File: config.mk
export PLATFORM = sky130hd
export DESIGN_NAME = us_cmd_dispatch
export DESIGN_NICKNAME = d
export VERILOG_FILES = /design/src/rtl/us_cmd_dispatch_pkg.sv /design/src/rtl/us_mwr_chunker.sv /design/src/rtl/us_cmd_dispatch.sv
export SDC_FILE = /design/constraint.sdc
export NUM_CORES = 1
export LEC_CHECK = 0
export CORE_ASPECT_RATIO = 2
export CORE_MARGIN = 2
export CORE_UTILIZATION = 31
export DETAILED_ROUTE_END_ITERATION = 16
export PLACE_DENSITY = 0.57
export SYNTH_ARGS = -nofsm -noshare
export SYNTH_HDL_FRONTEND = slang
export SYNTH_HIERARCHICAL = 1
export SYNTH_SLANG_ARGS = --single-unit
export TNS_END_PERCENT = 30
File: constraint.sdc
create_clock -name clk -period 5.3 [get_ports clk]
set_input_delay 1.06 -clock clk [delete_from_list [all_inputs] [get_ports clk]]
set_output_delay 1.06 -clock clk [all_outputs]
set_load 0.03 [all_outputs]
File: src/rtl/us_cmd_dispatch_pkg.sv
// Shared definitions for the upstream command FIFO: entry type codes, entry
// field positions and the dispatcher state encoding.
`timescale 1ns/1ps
package us_cmd_dispatch_pkg;

    typedef enum logic [1:0] {
        US_CMD_INVALID    = 2'd0,
        US_CMD_CPL_TYPE   = 2'd1,
        US_CMD_CPLD_TYPE  = 2'd2,
        US_CMD_WR32_TYPE  = 2'd3
    } us_cmd_type_e;

    localparam int ENTRY_TYPE_MSB = 63;
    localparam int ENTRY_TYPE_LSB = 62;
    localparam int ENTRY_LEN_MSB  = 61;
    localparam int ENTRY_LEN_LSB  = 57;
    localparam int ENTRY_ID_MSB   = 56;
    localparam int ENTRY_ID_LSB   = 55;
    localparam int ENTRY_DESC_MSB = 54;

    localparam int CPL_DESC_W = 55;
    localparam int REM_W      = 25;  // holds up to 2^24 bytes
    localparam int CHUNK_W    = 13;  // holds up to 4096 bytes

    typedef enum logic [2:0] {
        ST_IDLE,
        ST_LOAD,
        ST_CPL,
        ST_MWR_CALC,
        ST_MWR_REQ,
        ST_DONE
    } state_e;

    // Total transfer size: 2^len bytes, len clamped to [2, len_max].
    function automatic logic [REM_W-1:0] len_to_bytes(input logic [4:0] len, input int len_max);
        int e;
        e = int'(len);
        if (e > len_max) e = len_max;
        if (e < 2) e = 2;
        return REM_W'(1) << e;
    endfunction

endpackage

File: src/rtl/us_mwr_chunker.sv
// Combinational MWr chunk sizer: the largest chunk that fits the remaining
// byte count, the max payload, and the space left before the next 4KB boundary.
`timescale 1ns/1ps
module us_mwr_chunker
    import us_cmd_dispatch_pkg::*;
#(
    parameter int MAX_PAYLOAD_BYTES = 128
) (
    input  logic [11:0]        addr_lo_i,
    input  logic [REM_W-1:0]   remaining_i,
    output logic [CHUNK_W-1:0] chunk_o
);

    logic [CHUNK_W-1:0] to_boundary;
    logic [CHUNK_W-1:0] cap;

    always_comb begin
        to_boundary = CHUNK_W'(4096) - {1'b0, addr_lo_i};
        cap         = (to_boundary < CHUNK_W'(MAX_PAYLOAD_BYTES)) ? to_boundary
                                                                   : CHUNK_W'(MAX_PAYLOAD_BYTES);
        chunk_o     = (remaining_i < REM_W'(cap)) ? remaining_i[CHUNK_W-1:0] : cap;
    end

endmodule

File: src/rtl/us_cmd_dispatch.sv
// Upstream command FIFO consumer: turns CPL/CPLD entries into completion
// requests and WR32 entries into a sequence of 4KB-safe MWr requests.
`timescale 1ns/1ps
module us_cmd_dispatch
    import us_cmd_dispatch_pkg::*;
#(
    parameter int MAX_PAYLOAD_BYTES = 128,
    parameter int LEN_MAX           = 24
) (
    input  logic                  clk,
    input  logic                  rst_n,
    input  logic                  us_cmd_fifo_empty_i,
    input  logic [127:0]          us_cmd_fifo_dout_i,
    output logic                  us_cmd_fifo_rd_en_o,
    output logic                  cpl_req_o,
    output logic                  cpl_with_data_o,
    output logic [CPL_DESC_W-1:0] cpl_desc_o,
    input  logic                  cpl_done_i,
    output logic                  mwr_req_o,
    output logic [31:0]           mwr_addr_o,
    output logic [9:0]            mwr_len_dw_o,
    input  logic                  mwr_done_i,
    output logic                  up_wr_cmd_compl_o,
    output logic [1:0]            cmd_id_o,
    output logic                  err_invalid_o,
    output logic                  busy_o
);

    state_e                state_q, state_d;
    logic                  cpl_req_q, cpl_req_d;
    logic                  with_data_q, with_data_d;
    logic [CPL_DESC_W-1:0] desc_q, desc_d;
    logic                  mwr_req_q, mwr_req_d;
    logic [31:0]           addr_q, addr_d;
    logic [REM_W-1:0]      rem_q, rem_d;
    logic [CHUNK_W-1:0]    chunk_q, chunk_d;
    logic [1:0]            id_q, id_d;
    logic                  compl_q, compl_d;
    logic                  err_q, err_d;
    logic                  busy_q;

    logic [CHUNK_W-1:0]    chunk_w;
    us_cmd_type_e          entry_type;
    logic                  unused_dout_hi;

    assign entry_type     = us_cmd_type_e'(us_cmd_fifo_dout_i[ENTRY_TYPE_MSB:ENTRY_TYPE_LSB]);
    assign unused_dout_hi = ^us_cmd_fifo_dout_i[127:64];

    us_mwr_chunker #(
        .MAX_PAYLOAD_BYTES (MAX_PAYLOAD_BYTES)
    ) u_chunker (
        .addr_lo_i   (addr_q[11:0]),
        .remaining_i (rem_q),
        .chunk_o     (chunk_w)
    );

    always_comb begin
        // NOTE: every variable gets its hold value first so no path infers a latch.
        state_d             = state_q;
        cpl_req_d           = cpl_req_q;
        with_data_d         = with_data_q;
        desc_d              = desc_q;
        mwr_req_d           = mwr_req_q;
        addr_d              = addr_q;
        rem_d               = rem_q;
        chunk_d             = chunk_q;
        id_d                = id_q;
        compl_d             = 1'b0;
        err_d               = 1'b0;
        us_cmd_fifo_rd_en_o = 1'b0;

        case (state_q)
            ST_IDLE: begin
                us_cmd_fifo_rd_en_o = !us_cmd_fifo_empty_i;
                if (!us_cmd_fifo_empty_i) state_d = ST_LOAD;
            end
            ST_LOAD: begin
                id_d = us_cmd_fifo_dout_i[ENTRY_ID_MSB:ENTRY_ID_LSB];
                case (entry_type)
                    US_CMD_CPL_TYPE, US_CMD_CPLD_TYPE: begin
                        cpl_req_d   = 1'b1;
                        with_data_d = (entry_type == US_CMD_CPLD_TYPE);
                        desc_d      = us_cmd_fifo_dout_i[ENTRY_DESC_MSB:0];
                        state_d     = ST_CPL;
                    end
                    US_CMD_WR32_TYPE: begin
                        addr_d  = {us_cmd_fifo_dout_i[31:2], 2'b00};
                        rem_d   = len_to_bytes(us_cmd_fifo_dout_i[ENTRY_LEN_MSB:ENTRY_LEN_LSB], LEN_MAX);
                        state_d = ST_MWR_CALC;
                    end
                    default: begin
                        err_d   = 1'b1;
                        state_d = ST_IDLE;
                    end
                endcase
            end
            ST_CPL: begin
                if (cpl_done_i) begin
                    cpl_req_d = 1'b0;
                    state_d   = ST_IDLE;
                end
            end
            ST_MWR_CALC: begin
                chunk_d   = chunk_w;
                mwr_req_d = 1'b1;
                state_d   = ST_MWR_REQ;
            end
            ST_MWR_REQ: begin
                if (mwr_done_i) begin
                    mwr_req_d = 1'b0;
                    addr_d    = addr_q + 32'(chunk_q);
                    rem_d     = rem_q - REM_W'(chunk_q);
                    if (rem_q == REM_W'(chunk_q)) begin
                        compl_d = 1'b1;
                        state_d = ST_DONE;
                    end else begin
                        state_d = ST_MWR_CALC;
                    end
                end
            end
            ST_DONE: state_d = ST_IDLE;
            default: state_d = ST_IDLE;
        endcase
    end

    always_ff @(posedge clk or negedge rst_n) begin
        if (!rst_n) begin
            state_q     <= ST_IDLE;
            cpl_req_q   <= 1'b0;
            with_data_q <= 1'b0;
            desc_q      <= '0;
            mwr_req_q   <= 1'b0;
            addr_q      <= '0;
            rem_q       <= '0;
            chunk_q     <= '0;
            id_q        <= '0;
            compl_q     <= 1'b0;
            err_q       <= 1'b0;
            busy_q      <= 1'b0;
        end else begin
            state_q     <= state_d;
            cpl_req_q   <= cpl_req_d;
            with_data_q <= with_data_d;
            desc_q      <= desc_d;
            mwr_req_q   <= mwr_req_d;
            addr_q      <= addr_d;
            rem_q       <= rem_d;
            chunk_q     <= chunk_d;
            id_q        <= id_d;
            compl_q     <= compl_d;
            err_q       <= err_d;
            busy_q      <= (state_d != ST_IDLE);
        end
    end

    assign cpl_req_o         = cpl_req_q;
    assign cpl_with_data_o   = with_data_q;
    assign cpl_desc_o        = desc_q;
    assign mwr_req_o         = mwr_req_q;
    assign mwr_addr_o        = addr_q;
    // A 4096-byte chunk (1024 DW) encodes as 0, as in the TLP length field.
    assign mwr_len_dw_o      = chunk_q[11:2];
    assign up_wr_cmd_compl_o = compl_q;
    assign cmd_id_o          = id_q;
    assign err_invalid_o     = err_q;
    assign busy_o            = busy_q;

endmodule

# After elaboration in Yosys (flattened, before gate mapping)
# Cells that the tools add are included.
[totals]
ff_bits = 136
out_inout_bits = 106
inputBits = 133
[classes]
reduce_logical = 12
n_shift = 1
mux = 31
n_eq_ne = 12
n_addsub = 3
magnitude_cmp = 4
[op_table]
columns = ["cell", "n"]
rows = [
  ["two-way mux 32 bit", 7],
  ["case mux 32 bit (2 select lines)", 1],
  ["two-way mux 25 bit", 2],
  ["case mux 25 bit (2 select lines)", 1],
  ["adder 32 x 13 -> 32 bit", 1],
  ["< comparator 32 x 3 -> 1 bit, second input constant", 1],
  ["<< shifter 1 x 32 -> 25 bit, first input constant", 1],
  ["two-way mux 13 bit", 2],
  ["== test 25 x 13 -> 1 bit", 1],
  ["< comparator 25 x 13 -> 1 bit", 1],
  ["subtractor 25 x 13 -> 25 bit", 1],
  ["case mux 3 bit (5 select lines)", 1],
  ["< comparator 13 x 8 -> 1 bit, second input constant", 1],
  ["subtractor 13 x 12 -> 13 bit, first input constant", 1],
  ["two-way mux 3 bit", 4],
  ["two-way mux 1 bit", 9],
  ["== test 3 x 2 -> 1 bit, second input constant", 2],
  ["inequality test 2 bit, second input constant", 3],
  ["AND reduction 3 bit", 2],
  ["nonzero test 2 bit", 3],
  ["> comparator 5 bit, second input constant", 1],
  ["two-way mux 5 bit", 1],
  ["== test 2 bit, second input constant", 2],
  ["case mux 1 bit (2 select lines)", 2],
  ["other kinds (11)", 12],
]

# Logic depth before layout (Yosys ltp)
# Gate-level depths: netlist (run 1).
[logic_depth]
word_depth = 11
ltp_mapped = 17

# Hierarchy
# The synthesis (run 1) kept the hierarchy.
[by_module_without_submodules]
columns = ["mod", "cells_each", "area_each_um2", "n_inst"]
rows = [
  ["us_cmd_dispatch", 747, 7498.4, 1],
  ["us_mwr_chunker", 100, 723.2, 1],
]

# Worst setup path before layout (run 1)
# No wires, ideal clock.
[synth_path]
path_type = "register -> register"
startpoint = "reg addr_q[0] (netlist: mwr_addr_o[0])"
endpoint = "reg chunk_q[2]"
stages_incl_launch_ff = 17
setup_slack_ns = 1.268
required_time_ns = 5.175
period_less_slack_ns = 4.032
arrival_ns = 3.907
setup_time_ns = 0.125
path_cell_list = "dfrtp_1 -> inv_1 -> ha_1 -> or4b_4 -> o31a_1 -> a211o_1 -> and3_1 -> buf_6 -> ha_1 -> o21ai_0 -> o21ai_0 -> a21oi_1 -> o311ai_1 -> a21oi_1 -> buf_2 -> a22o_1 -> mux2_2"
[synth_via]
elab_chain_cells = 5
[synth_rtl]
columns = ["element", "line", "source"]
rows = [
  ["from (decl)", "us_cmd_dispatch.sv:34", "logic [31:0] addr_q, addr_d;"],
  ["from (signal assigned)", "us_cmd_dispatch.sv:146", "addr_q <= addr_d;"],
  ["subtractor 13 x 12 -> 13 bit (*)", "us_mwr_chunker.sv:18", "to_boundary = CHUNK_W'(4096) - {1'b0, addr_lo_i};"],
  ["< comparator 13 x 8 -> 1 bit", "us_mwr_chunker.sv:19", "cap = (to_boundary < CHUNK_W'(MAX_PAYLOAD_BYTES)) ? to_boundary"],
  ["two-way mux 13 bit (*)", "us_mwr_chunker.sv:19", ""],
  ["< comparator 25 x 13 -> 1 bit", "us_mwr_chunker.sv:21", "chunk_o = (remaining_i < REM_W'(cap)) ? remaining_i[CHUNK_W-1:0] : cap;"],
  ["two-way mux 13 bit (*)", "us_mwr_chunker.sv:21", ""],
  ["net chunk_w[2]", "us_cmd_dispatch.sv:42", "logic [CHUNK_W-1:0] chunk_w;"],
  ["to (signal assigned)", "us_cmd_dispatch.sv:148", "chunk_q <= chunk_d;"],
  ["to (decl)", "us_cmd_dispatch.sv:36", "logic [CHUNK_W-1:0] chunk_q, chunk_d;"],
]
# Mark *: on every way through the listed nets, which the timed path passes. The rest lies on a longest branch.
# A chain may end at the register's enable or synchronous reset.

# Final worst setup path (run 1)
[layout_path]
startpoint = "reg addr_q[1] (netlist: mwr_addr_o[1])"
endpoint = "reg chunk_q[3]"
# The elaborated chain is that of the path after synthesis.

==> out/qor.yml, run 1 <==
status: "finished, final reports clean"
post_drt_wl_per_cell_um: 19.65
layout_common_cells: "173 x clkdlybuf4s50_1, 136 x dfrtp_1, 77 x nand2_1"
nets: 1176
ioPinCount: 239
avgSynthCellArea_um2: 9.707
netlist_instances: 847
drive_gt1_frac: 0.1276
worstPathArrival_ns: 5.06
grt_pass1_vias: 7402
drt.antenna.violating_nets: 0
drtIter0Drc: 350
synth_fa_ha_area_frac: 0.06879
cp.required_ns: 5.62
cp-start-kind: "flip-flop"
clkTransAtPathRegs_ns: 0.06
grt_pass1_wl_um: 41590
synthXorXnorAreaFrac: 0.02450
num_rows: 84
yosys.area_share.simple: 0.1665
synth_area_leaders: "dfrtp_1 41%, mux2_2 9.7%, ha_1 6.4%, a21oi_1 3.7%, nand2_1 3.5%"
via_per_inst: 5.306
start_util: 0.3142
p_total_mw: 7.472
yosysTopAreaCell: "dfrtp_1"
synth-seq-cells: 136
core_area_um2: 26170
grt_max_degree: 104
synth_top_family_by_area: "compound AO/OA/AOI/OAI gates"
drc: 0
synth_compound_area_frac: 0.1823
final_common_cell: "clkdlybuf4s50_1"
slew_headroom: 0.3190
cts_sinks: 136
insertion_delay_ns: 0.44
area_growth_syn_to_layout_pct: 31.09
cts_buffer_depth: 2
drt-total-wl_um: 26620
port_buffers: 174
end_kind: "flip-flop"
instances_no_fill: 1355
hold_class: "flip-flop to flip-flop"
dieWidth_um: 119.2
drv_cap: 0
skew_ns: 0.01452
setup_viol: 0
r2r-start: "mwr_addr_o[1]"
yosysTopAreaCellShare: 0.4139
die_h_um: 234.3
cp_max_fo: 11
multi_input_area_um2: 4489
max_freq_mhz: 210.9
finalMaxSlewViolations: 0
postLayoutCellArea_um2: 10780
period_needed_ns: 4.742
synthFlopType: "dfrtp_1"
nFillCells: 2632
rsz0062_at_grt: "false"
muxShareOfSynthArea: 0.09983
async_flop_share: 1.000
ir_drop_mv: 0.3482
min_from: "cpl_desc_o[44]"
cts_root_buf: "clkbuf_16"
numCtsBuffers: 17
tightestPinTransition_ns: 1.021
dp_hpwl_um: 19540
hold_viol_final: 0
ctsHoldBuffers: 0
cts_tree: "yes"
yosysSeqAreaShare: 0.4139
fin_util: 0.4118
post_cts_buffers: 0
synth_warnings: 6
p_leak_nw: 4.436
finalSetupTns_ns: 0
cts_resized: 0
place_area_um2: 10220
dp.cells: 1324
diodes: 0
vias: 7189
crit_type: "flip-flop to flip-flop"
overflow: 0
antenna_found_initial: 0
grt_usage: 0.1957
htree_levels: 4
synth_edf_count: 0
place_congestion: 0.8892
synth_cell_types: 81
p_per_area_nw_per_um2: 693.3
cp-startpoint: "mwr_addr_o[1]"
min_period_over_period: 0.8948
drt_pass1_iterations: 5
register_area_um2: 3403
dieArea_um2: 27920
netlist_area_um2: 8222
==> flip-flops by register name, indices dropped and copies added, names as in the netlist <==
name               count
err_invalid_o          1
cpl_desc_o            55
cmd_id_o               2
state_q                3
up_wr_cmd_compl_o      1
mwr_addr_o            32
chunk_q               13
cpl_with_data_o        1
rem_q                 25
mwr_req_o              1
cpl_req_o              1
busy_o                 1
==> layout make-up <==
cell class / instances / area share
multi-input cells: 636 / 0.4165
inverters: 28 / 0.009752
well taps: 344 / 0.03994
clock inverters: 13 / 0.01138
flip-flops and latches: 136 / 0.3158
clock buffers: 18 / 0.04075
repair buffers: 180 / 0.1659
==> cell usage after synthesis, types with 5 or more instances <==
cell	n
ha_1	42
a22o_1	5
inv_1	28
clkbuf_1	29
a211oi_1	7
o22a_1	7
a211o_1	6
a32oi_1	5
xnor2_1	19
nor3_1	12
a21o_1	8
or4_1	7
o21a_1	5
nand3_1	26
a31oi_1	10
nor2_1	58
o21ai_0	40
o211ai_1	12
and2_1	13
nand2_1	77
a311oi_1	5
buf_2	8
and3_1	13
dfrtp_1	136
mux2_2	71
buf_4	10
or3_1	10
nor2b_1	7
nand2b_1	6
a21oi_1	60
nand4_1	8
nor4_1	12
==> critical path, cell delays in order, from the launching register on <==
cell	delay (ns)
dfrtp_1	0.51
inv_1	0.11
ha_1	0.25
or3b_2	0.48
nor4_1	0.25
a211o_1	0.16
and3_1	0.41
nand2_1	0.14
ha_1	0.34
a211oi_1	0.07
o21ai_0	0.21
a21oi_1	0.07
o311ai_1	0.67
a21oi_1	0.36
a22o_1	0.33
mux2_2	0.25
==> stage by stage <==
step,worst slack [ns],hold slack (ns)
after floorplan,1.268,0.5027
after global placement,0.7387,0.4877
after detailed placement,0.6559,0.4945
after CTS,0.6375,0.5075
after global routing,0.1686,0.5194
final,0.5577,0.5029
==> report_power, final <==
| part | leakage (nW) | switching [mW] | total (mW) | internal, mW |
|---|---|---|---|---|
| logic | 2.50 | 2.49 | 4.32 | 1.83 |
| clock network | 0.265 | 0.497 | 1.16 | 0.658 |
| registers | 1.67 | 0.488 | 1.99 | 1.51 |
==> layer usage <==
layer | GRT usage | vias to the layer above | part of all wire | routed length (um)
li1 | - | 3411 | - | -
met1 | 0.1929 | 3514 | 0.36 | 9547
met2 | 0.3737 | 202 | 0.55 | 14680
met3 | 0.04159 | 62 | 0.041 | 1094
met4 | 0.1105 | 0 | 0.049 | 1297
met5 | 0 | - | 0 | 0
==> cells by family (layout without fill, tap and decap cells) <==
group,after synthesis,count (layout)
AO/OA/AOI/OAI,219,219
XOR/XNOR,23,23
adder cells (fa/ha/maj),44,44
buffers and inverters,79,239
flip-flops,136,136
multiplexers,73,73
other,1,5
AND/OR/NAND/NOR,272,272
==> worst paths after layout <==
| path | endpoint | cells after the start | slack (ns) |
|---|---|---|---|
| min in group asynchronous | cmd_id_o[0] | 1 | 0.75 |
| worst max-delay path | chunk_q[3] | 15 | 0.56 |
| max in group asynchronous | cpl_desc_o[19] | 2 | 3.51 |
| worst min register to register | cpl_desc_o[44] | 1 | 0.50 |
| worst max register to register | chunk_q[3] | 15 | 0.56 |
| worst min-delay path | cpl_desc_o[44] | 1 | 0.50 |
Power figures use the tool's default switching activity.
==> run 2: changes to the inputs <==
clock period = 5.51 ns   (was 5.3 ns; I/O delays follow)
==> run 2 against run 1 <==
Against the previous run: via count is 0.14% lower; sequential power decreased by 4%; utilization increased by 0.11 points; cell count up 0.15%; wire length down 1.0%; first-iteration DRC count increased by 12%; worst hold slack better by 0.00059 ns; count of clock-buffer cells in the layout up 2; register-to-register slack gained 0.21 ns; critical endpoint is now chunk_q[4].
==> out/qor.yml, run 2 (synthesized netlist as in run 1, its figures left out) <==
status: "finished, final reports clean"  # unchanged
vias: 7179  # was 7189
port_buffers: 174  # unchanged
grtUsageMet3: 0.04426  # was 0.04159
place_congestion: 0.8832  # was 0.8892
slew_headroom: 0.3050  # was 0.3190
cp-startpoint: "mwr_addr_o[0]"  # was mwr_addr_o[1]
p_leak_nw: 4.448  # was 4.436 nW
p_total_mw: 7.214  # was 7.472 mW
setup_slack_ns: 0.7699  # was 0.5577 ns
area_growth_syn_to_layout_pct: 31.44  # was 31.09%
die_h_um: 234.3  # unchanged
finalSetupTns_ns: 0  # unchanged
dp_hpwl_um: 19540  # about the same
drv_cap: 0  # unchanged
rsz0062_at_grt: "false"  # unchanged
skew_ns: 0.01475  # was 0.01452 ns
cts_resized: 0  # unchanged
hold_class: "flip-flop to flip-flop"  # unchanged
finalMaxSlewViolations: 0  # unchanged
instances_no_fill: 1357  # was 1355
diodes: 0  # unchanged
min_period_over_period: 0.8603  # was 0.8948
layout_common_cells: "173 x clkdlybuf4s50_1, 136 x dfrtp_1, 77 x nand2_1"  # unchanged
cts_buffer_depth: 2  # unchanged
gr-usage-met1: 0.1961  # was 0.1929
use_met2: 0.3764  # was 0.3737
ioPinCount: 239  # unchanged
drive_gt1_frac: 0.1293  # was 0.1276
clkTransAtPathRegs_ns: 0.06  # about the same
cp-start-kind: "flip-flop"  # unchanged
htree_levels: 4  # unchanged
drtIter0Drc: 393  # was 350
setup_viol: 0  # unchanged
num_rows: 84  # unchanged
largest_reg_flops: 55  # unchanged
dieWidth_um: 119.2  # unchanged
cp.required_ns: 5.82  # was 5.62 ns
worstPathArrival_ns: 5.05  # was 5.06 ns
period_needed_ns: 4.740  # was 4.742 ns
grt_pass1_wl_um: 41640  # was 41590 um
ir_drop_mv: 0.3599  # was 0.3482 mV
grt_pass1_vias: 7409  # was 7402
cp_max_fo: 11  # unchanged
max_freq_mhz: 211.0  # was 210.9 MHz
ctsHoldBuffers: 0  # unchanged
p_per_area_nw_per_um2: 667.5  # was 693.3 nW/um^2
hold_viol_final: 0  # unchanged
pre_cts_ws_ns: 0.8889  # was 0.6559 ns
overflow: 0  # unchanged
multi_input_area_um2: 4489  # unchanged
cts_sinks: 136  # unchanged
dp.cells: 1325  # was 1324
final_common_cell: "clkdlybuf4s50_1"  # unchanged
numCtsBuffers: 17  # unchanged
grt_usage: 0.1952  # was 0.1957
register_area_um2: 3403  # unchanged
cts_tree: "yes"  # unchanged
via_per_inst: 5.290  # was 5.306
crit_type: "flip-flop to flip-flop"  # unchanged
insertion_delay_ns: 0.44  # about the same
reg2regPathDepth: 15  # unchanged
drc: 0  # unchanged
nFillCells: 2564  # was 2632
drt-total-wl_um: 26350  # was 26620 um
grt_max_degree: 98  # was 104
dieArea_um2: 27920  # unchanged
r2r_end: "chunk_q[4]"  # was chunk_q[3]
end_kind: "flip-flop"  # unchanged
reg2reg_slack_ns: 0.77  # was 0.56 ns
setup.worst_path.end: "chunk_q[4]"  # was chunk_q[3]
r2r-start: "mwr_addr_o[0]"  # was mwr_addr_o[1]
post_cts_buffers: 0  # unchanged
start_util: 0.3142  # unchanged
post_drt_wl_per_cell_um: 19.41  # was 19.65 um
grt.busiest_layer: "met2"  # unchanged
core_area_um2: 26170  # unchanged
tightestPinTransition_ns: 1.043  # was 1.021 ns
nets: 1177  # was 1176
antenna_found_initial: 0  # unchanged
drt.antenna.violating_nets: 0  # unchanged
drt_pass1_iterations: 4  # was 5
cts_root_buf: "clkbuf_16"  # unchanged
[run 2: cell types whose count changed in the layout (fill, tap and decap cells not counted), sizes merged]
cell	before	now
clkinvlp	4	5
clkbuf	18	20
buf	7	8
clkinv	5	3
[run 2: power by group]
group / switching (mW) / total, mW / internal [mW] / leakage [nW]
registers: 0.468 / 1.92 / 1.45 / 1.67
clock network: 0.475 / 1.14 / 0.660 / 0.272
logic: 2.40 / 4.16 / 1.76 / 2.51
total: 3.34 / 7.21 / 3.87 / 4.45
[run 2: worst min-delay path by stage]
stage	to	slack [ns]	from	depth (start not counted)
2_1_floorplan	rem_q[2]	0.50	rem_q[2]	2
3_3_place_gp	cpl_desc_o[28]	0.49	cpl_desc_o[28]	1
3_5_place_dp	cpl_desc_o[0]	0.49	cpl_desc_o[0]	1
4_1_cts	cpl_desc_o[0]	0.51	cpl_desc_o[0]	1
5_1_grt	cpl_desc_o[0]	0.52	cpl_desc_o[0]	1
6_report	cpl_desc_o[21]	0.50	cpl_desc_o[21]	1
[run 2: area by class of cell]
class | count | share of cell area
tap | 344 | 0.03983
multi-input combinational | 636 | 0.4154
clock buffer | 20 | 0.04319
clock inverter | 12 | 0.01077
sequential | 136 | 0.3149
inverter | 28 | 0.009726
timing repair buffer | 181 | 0.1661
[run 2: per-stage QoR]
stage | instance area [um^2] | util | hold slack, ns
detailed placement | 10220 | 0.3907 | 0.4942
global route | 10810 | 0.4129 | 0.5190
CTS | 10810 | 0.4129 | 0.5089
finish | 10810 | 0.4129 | 0.5034
floorplan | 8237 | - | 0.5027
global placement | 10220 | 0.3907 | 0.4888
[run 2: per-layer routing]
metal  part of all wire  wire [um]
met3              0.041       1067
met5                  0          0
met4              0.037        971
met1               0.36       9576
met2               0.56      14730
[run 2: critical path: stages, from the launching register on]
cell and delay (ns):
dfrtp_1 0.49, inv_1 0.12, ha_1 0.24, or4b_4 0.50
nor4_1 0.25, a211o_1 0.17, and3_1 0.40, nand2_1 0.13
ha_1 0.32, a211oi_1 0.08, o21ai_0 0.19, a21oi_1 0.06
o311ai_1 0.70, a21oi_1 0.37, a22o_1 0.32, mux2_2 0.27
